### src/rtl/center_reporter.sv
// center_reporter: waits for a READY-qualified center (Xc/Yc) to hold steady for
// STABLE_CYCLES samples, then queues a report {x, y, delta} in a small FIFO drained
// through a valid/ack handshake. Reports lost to a full FIFO are counted in DROP_CNT.
// Optional feature macro: CENTER_REPORTER_DELTA_EN (when defined, store |dX|+|dY| per
// entry; when undefined, OUT_DELTA is tied to 0 and entries hold only x and y).
module center_reporter #(
  parameter int unsigned STABLE_CYCLES = 4,
  parameter int unsigned FIFO_DEPTH    = 4
) (
  input  logic       CLK,
  input  logic       RESET,
  input  logic [7:0] Xc,
  input  logic [7:0] Yc,
  input  logic       READY,
  input  logic       OUT_ACK,
  output logic       OUT_VALID,
  output logic [7:0] OUT_X,
  output logic [7:0] OUT_Y,
  output logic [8:0] OUT_DELTA,
  output logic [7:0] DROP_CNT
);

  localparam int unsigned PtrW = $clog2(FIFO_DEPTH);
  localparam int unsigned CntW = $clog2(FIFO_DEPTH) + 1;
`ifdef CENTER_REPORTER_DELTA_EN
  localparam int unsigned EntryW = 25;
`else
  localparam int unsigned EntryW = 16;
`endif
  localparam logic [3:0] StableMax = 4'(STABLE_CYCLES);
  localparam logic [3:0] TrigCnt   = 4'(STABLE_CYCLES - 1);
  localparam logic [CntW-1:0] FullCnt = CntW'(FIFO_DEPTH);

  logic [7:0]        prev_x_q, prev_x_d, prev_y_q, prev_y_d;
  logic [3:0]        cnt_q, cnt_d;
  logic [7:0]        last_x_q, last_y_q;
  logic              rep_vld_q;
  logic [7:0]        drop_cnt_q;
  logic [PtrW-1:0]   wr_ptr_q, rd_ptr_q;
  logic [CntW-1:0]   count_q;
  logic [EntryW-1:0] mem_q [FIFO_DEPTH];

  logic              same, is_last, trigger, full, out_valid, pop, push, drop;
  logic [EntryW-1:0] entry, head;

  assign same      = (Xc == prev_x_q) && (Yc == prev_y_q);
  // A stable center equal to the last accepted report is not reported again.
  assign is_last   = rep_vld_q && (Xc == last_x_q) && (Yc == last_y_q);
  // cnt saturates at STABLE_CYCLES, so this matches only once per stable run.
  assign trigger   = READY && same && (cnt_q == TrigCnt) && !is_last;
  assign full      = (count_q == FullCnt);
  assign out_valid = (count_q != '0);
  assign pop       = out_valid && OUT_ACK;
  assign push      = trigger && (!full || pop);
  assign drop      = trigger && full && !pop;

  // Build the report entry from the current sample and the last accepted report.
`ifdef CENTER_REPORTER_DELTA_EN
  logic [7:0] dx, dy;
  logic [8:0] delta;
  always_comb begin
    dx    = (Xc >= last_x_q) ? (Xc - last_x_q) : (last_x_q - Xc);
    dy    = (Yc >= last_y_q) ? (Yc - last_y_q) : (last_y_q - Yc);
    delta = rep_vld_q ? ({1'b0, dx} + {1'b0, dy}) : 9'd0;
    entry = {Xc, Yc, delta};
  end
`else
  always_comb begin
    entry = {Xc, Yc};
  end
`endif

  // Stability tracker next state: restart on READY low or a new value.
  always_comb begin
    prev_x_d = prev_x_q;
    prev_y_d = prev_y_q;
    cnt_d    = cnt_q;
    if (!READY) begin
      cnt_d = 4'd0;
    end else if ((cnt_q == 4'd0) || !same) begin
      prev_x_d = Xc;
      prev_y_d = Yc;
      cnt_d    = 4'd1;
    end else if (cnt_q != StableMax) begin
      cnt_d = cnt_q + 4'd1;
    end
  end

  // Tracker state.
  always_ff @(posedge CLK or negedge RESET) begin
    if (!RESET) begin
      prev_x_q <= 8'd0;
      prev_y_q <= 8'd0;
      cnt_q    <= 4'd0;
    end else begin
      prev_x_q <= prev_x_d;
      prev_y_q <= prev_y_d;
      cnt_q    <= cnt_d;
    end
  end

  // Last-reported memory and drop counter; only an accepted push moves "last".
  always_ff @(posedge CLK or negedge RESET) begin
    if (!RESET) begin
      last_x_q   <= 8'd0;
      last_y_q   <= 8'd0;
      rep_vld_q  <= 1'b0;
      drop_cnt_q <= 8'd0;
    end else begin
      if (push) begin
        last_x_q  <= Xc;
        last_y_q  <= Yc;
        rep_vld_q <= 1'b1;
      end
      if (drop && (drop_cnt_q != 8'hFF)) begin
        drop_cnt_q <= drop_cnt_q + 8'd1;
      end
    end
  end

  // Report FIFO: pointers wrap naturally since FIFO_DEPTH is a power of two.
  always_ff @(posedge CLK or negedge RESET) begin
    if (!RESET) begin
      wr_ptr_q <= '0;
      rd_ptr_q <= '0;
      count_q  <= '0;
      for (int i = 0; i < FIFO_DEPTH; i++) begin
        mem_q[i] <= '0;
      end
    end else begin
      if (push) begin
        mem_q[wr_ptr_q] <= entry;
        wr_ptr_q        <= wr_ptr_q + PtrW'(1);
      end
      if (pop) begin
        rd_ptr_q <= rd_ptr_q + PtrW'(1);
      end
      if (push && !pop) begin
        count_q <= count_q + CntW'(1);
      end else if (pop && !push) begin
        count_q <= count_q - CntW'(1);
      end
    end
  end

  // Outputs come straight from registered head storage.
  assign head      = mem_q[rd_ptr_q];
  assign OUT_VALID = out_valid;
  assign OUT_X     = head[EntryW-1 -: 8];
  assign OUT_Y     = head[EntryW-9 -: 8];
`ifdef CENTER_REPORTER_DELTA_EN
  assign OUT_DELTA = head[8:0];
`else
  assign OUT_DELTA = 9'd0;
`endif
  assign DROP_CNT  = drop_cnt_q;

endmodule

### config.mk
export PLATFORM = sky130hd
export DESIGN_NAME = center_reporter
export DESIGN_NICKNAME = d
export VERILOG_FILES = /design/src/rtl/center_reporter.sv
export SDC_FILE = /design/constraint.sdc
export NUM_CORES = 1
export LEC_CHECK = 0
export BUFFER_PORTS_ARGS = -buffer_cell sky130_fd_sc_hd__buf_2
export CELL_PAD_IN_SITES_DETAIL_PLACEMENT = 1
export CELL_PAD_IN_SITES_GLOBAL_PLACEMENT = 2
export CORE_MARGIN = 2
export CORE_UTILIZATION = 42
export CTS_CLUSTER_SIZE = 30
export DETAILED_ROUTE_END_ITERATION = 7
export PLACE_DENSITY = 0.88
export SLEW_MARGIN = 20
export SYNTH_ARGS = -nofsm -noshare
export SYNTH_HDL_FRONTEND = slang
export SYNTH_SLANG_ARGS = --single-unit
### constraint.sdc
create_clock -name CLK -period 3.2 [get_ports CLK]
set_clock_uncertainty 0.15 [all_clocks]
set_input_delay 0.32 -clock CLK [delete_from_list [all_inputs] [get_ports CLK]]
set_output_delay 0.32 -clock CLK [all_outputs]
set_load 0.02 [all_outputs]
==> impl_metrics.ini <==
[clock_tree]
clock_latency_ps = 430
cts.repair.resized = 0
clk_path_buf_depth = 2
root_buffer = clkbuf_16
cts_htree_levels = 4
numCtsBuffers = 17
cts_tree = done
clkTransAtPathRegs_ps = 60
clkSinkCount = 116

[timing]
period_needed_ps = 3010
setup_viol = 0
finalCritPeriodShare_pct = 93.9
finalSetupTns_ps = 0
rsz0062_at_grt = false
fmax_mhz = 333
slew_viol_final = 0
worstMarginPinSlew_ps = 713
hold_violations = 0
relSlewSlack_pct = 52.5

[global_route]
grt_pass1_wl_um = 19900
grt_max_degree = 64
antenna_found_initial = 0
grt_pass1_vias = 3714
overflow = 0
grt.total_usage_pct = 18.6

[place]
place.gp.congestion = 0.736
portBuffers = 44
dp_hpwl_um = 7720
place_area_mm2 = 0.00592

[synthesis]
synth_edf_count = 0
async_flop_share_pct = 100
yosys_warnings = 0
synthCells = 397
avgSynthCellArea_um2 = 13.9
synth_area_mm2 = 0.00551
ys_dominant_reg_cell = dfrtp_1
ys_ff_latch = 116
yosysSeqAreaShare_pct = 52.7
ys_types = 35

[detailed_routing]
drtPass1Iterations = 5
drc = 0
via_count = 3312
via_per_inst = 5.26
avgRoutedWirePerCell_um = 19.0
wirelength_um = 12000
ant_nets = 0
drtIter0Drc = 114

[flow_run]
cap_viol_max_count = 0

[floorplanning]
die-area_mm2 = 0.0141
rows = 41
initial_core_util_pct = 43.3
die_h_um = 119
io_pins = 54
core_mm2 = 0.0127
die_w_um = 119

[min_path]
hp-class = in2reg

[final_layout]
drive_gt1_share_pct = 46.1
final_area_mm2 = 0.00657
area_delta_synth_final_pct = 19.2
nets = 474
n_antenna_cell = 0

[worst_setup_path]
cp-startpoint = prev_x_q[7]$_DFFE_PN0P_
r2r-start = prev_x_q[7]$_DFFE_PN0P_
reg2reg_slack_ps = 190
path_class = reg2reg
cp.required_ps = 3350
arrival_ps = 3150
r2r-end = mem_q[44]$_DFFE_PN0P_
startpoint_type = flop
endpoint = mem_q[44]$_DFFE_PN0P_
critPathCaptureType = flop
rr_worst_depth = 8
critPathMaxFanout = 24

[power]
p_per_area_mw_per_mm2 = 600
finalPower_mw = 3.94
ir_drop_mv = 0.339
leakagePower_nw = 3.23

[status]
outcome = finished clean
stage by stage:
step	setup slack, ps	util (%)	std cells	hold WS [ps]
3_5_place_dp	65.9	46.5	597	267
4_1_cts	204	51.6	630	39.0
2_1_floorplan	266	-	405	-126
6_report	195	51.6	630	58.0
3_3_place_gp	117	46.5	597	262
5_1_grt	88.5	51.6	630	56.6
cells by family after synthesis:
family          Yosys count  synth area share (%)
xor+xnor                 44                  6.99
fa+ha+maj                 9                  2.18
compound gates            9                  1.29
buf+inv                  44                  3.79
mux                     116                  26.9
flops                   116                  52.7
other cells               1                0.0680
simple gates             58                  6.06
routing by layer:
| metal | vias up | GRT usage (%) | share of wire [%] |
|---|---|---|---|
| li1 | 1482 | - | - |
| met1 | 1760 | 23.3 | 45 |
| met2 | 56 | 31.2 | 51 |
| met3 | 14 | 4.68 | 2.7 |
| met4 | 0 | 6.77 | 1.6 |
| met5 | - | 0 | 0 |
cells in the mapped netlist (2+ instances only):
master	instances	share of area (%)
ha_1	8	1.8
xor2_1	31	4.9
a21oi_1	4	0.36
nor4_1	6	0.68
clkbuf_1	15	1.0
and3_1	2	0.23
nor3_1	3	0.27
dfrtp_1	116	53
nand3_1	5	0.45
and4_1	4	0.64
nor4b_1	3	0.48
mux4_2	16	6.5
mux2_2	99	20
inv_1	7	0.48
nor2_1	6	0.41
nand2_2	4	0.45
buf_1	5	0.34
o21ai_0	2	0.18
buf_4	9	1.2
or2_2	2	0.23
nand4_1	5	0.57
buf_2	8	0.73
nand2_1	11	0.75
xnor2_1	13	2.1
or3_1	3	0.34
layout make-up:
type                            count  area, µm²
Tap cell                          172        215
Sequential cell                   116       2900
Clock buffer                       18        439
Clock inverter                     14        199
Timing Repair Buffer               58        355
Multi-Input combinational cell    245       2430
Fill cell                        1294       6150
Inverter                            7       26.3
worst max-delay path, cell delays in order, from the launching register on:
cell	delay, ps
dfrtp_1	400
xor2_1	180
nor4_1	360
nand4_1	210
buf_4	210
a2111oi_4	370
buf_12	230
nand2_2	340
mux2_2	410
power breakdown:
part | switching [mW] | internal, mW
clock | 0.710 | 1.33
sequential | 0.0308 | 1.51
combinational | 0.215 | 0.148
total | 0.956 | 2.98
cells in the final DEF (no fill, tap or decap), types with 9 or more instances in the layout:
cell type / instances
dfrtp_1: 116
mux2_2: 99
xor2_1: 31
buf_4: 12
conb_1: 9
mux4_2: 16
nand2_1: 11
clkbuf_16: 17
xnor2_1: 13
buf_2: 43
worst min-delay path by stage:
stage / start / end / cells after the start
2_1_floorplan: RESET / DROP_CNT[0]$_DFFE_PN0P_ / 0
3_3_place_gp: RESET / mem_q[37]$_DFFE_PN0P_ / 1
3_5_place_dp: RESET / mem_q[53]$_DFFE_PN0P_ / 1
4_1_cts: OUT_ACK / rd_ptr_q[1]$_DFFE_PN0P_ / 3
5_1_grt: OUT_ACK / rd_ptr_q[1]$_DFFE_PN0P_ / 3
6_report: OUT_ACK / rd_ptr_q[1]$_DFFE_PN0P_ / 3
repair_timing:
action,in CTS,in global routing
hold buffers,1,0
buffers inserted,0,0
endpoints found under the hold margin,53,0
state kept, by name, indices dropped and copies added (netlist names):
signal,count
prev_x_q,8
mem_q,64
rep_vld_q,1
rd_ptr_q,2
count_q,3
last_y_q,8
wr_ptr_q,2
DROP_CNT,8
cnt_q,4
last_x_q,8
prev_y_q,8
Note: power is estimated with default switching activity, not from simulation.
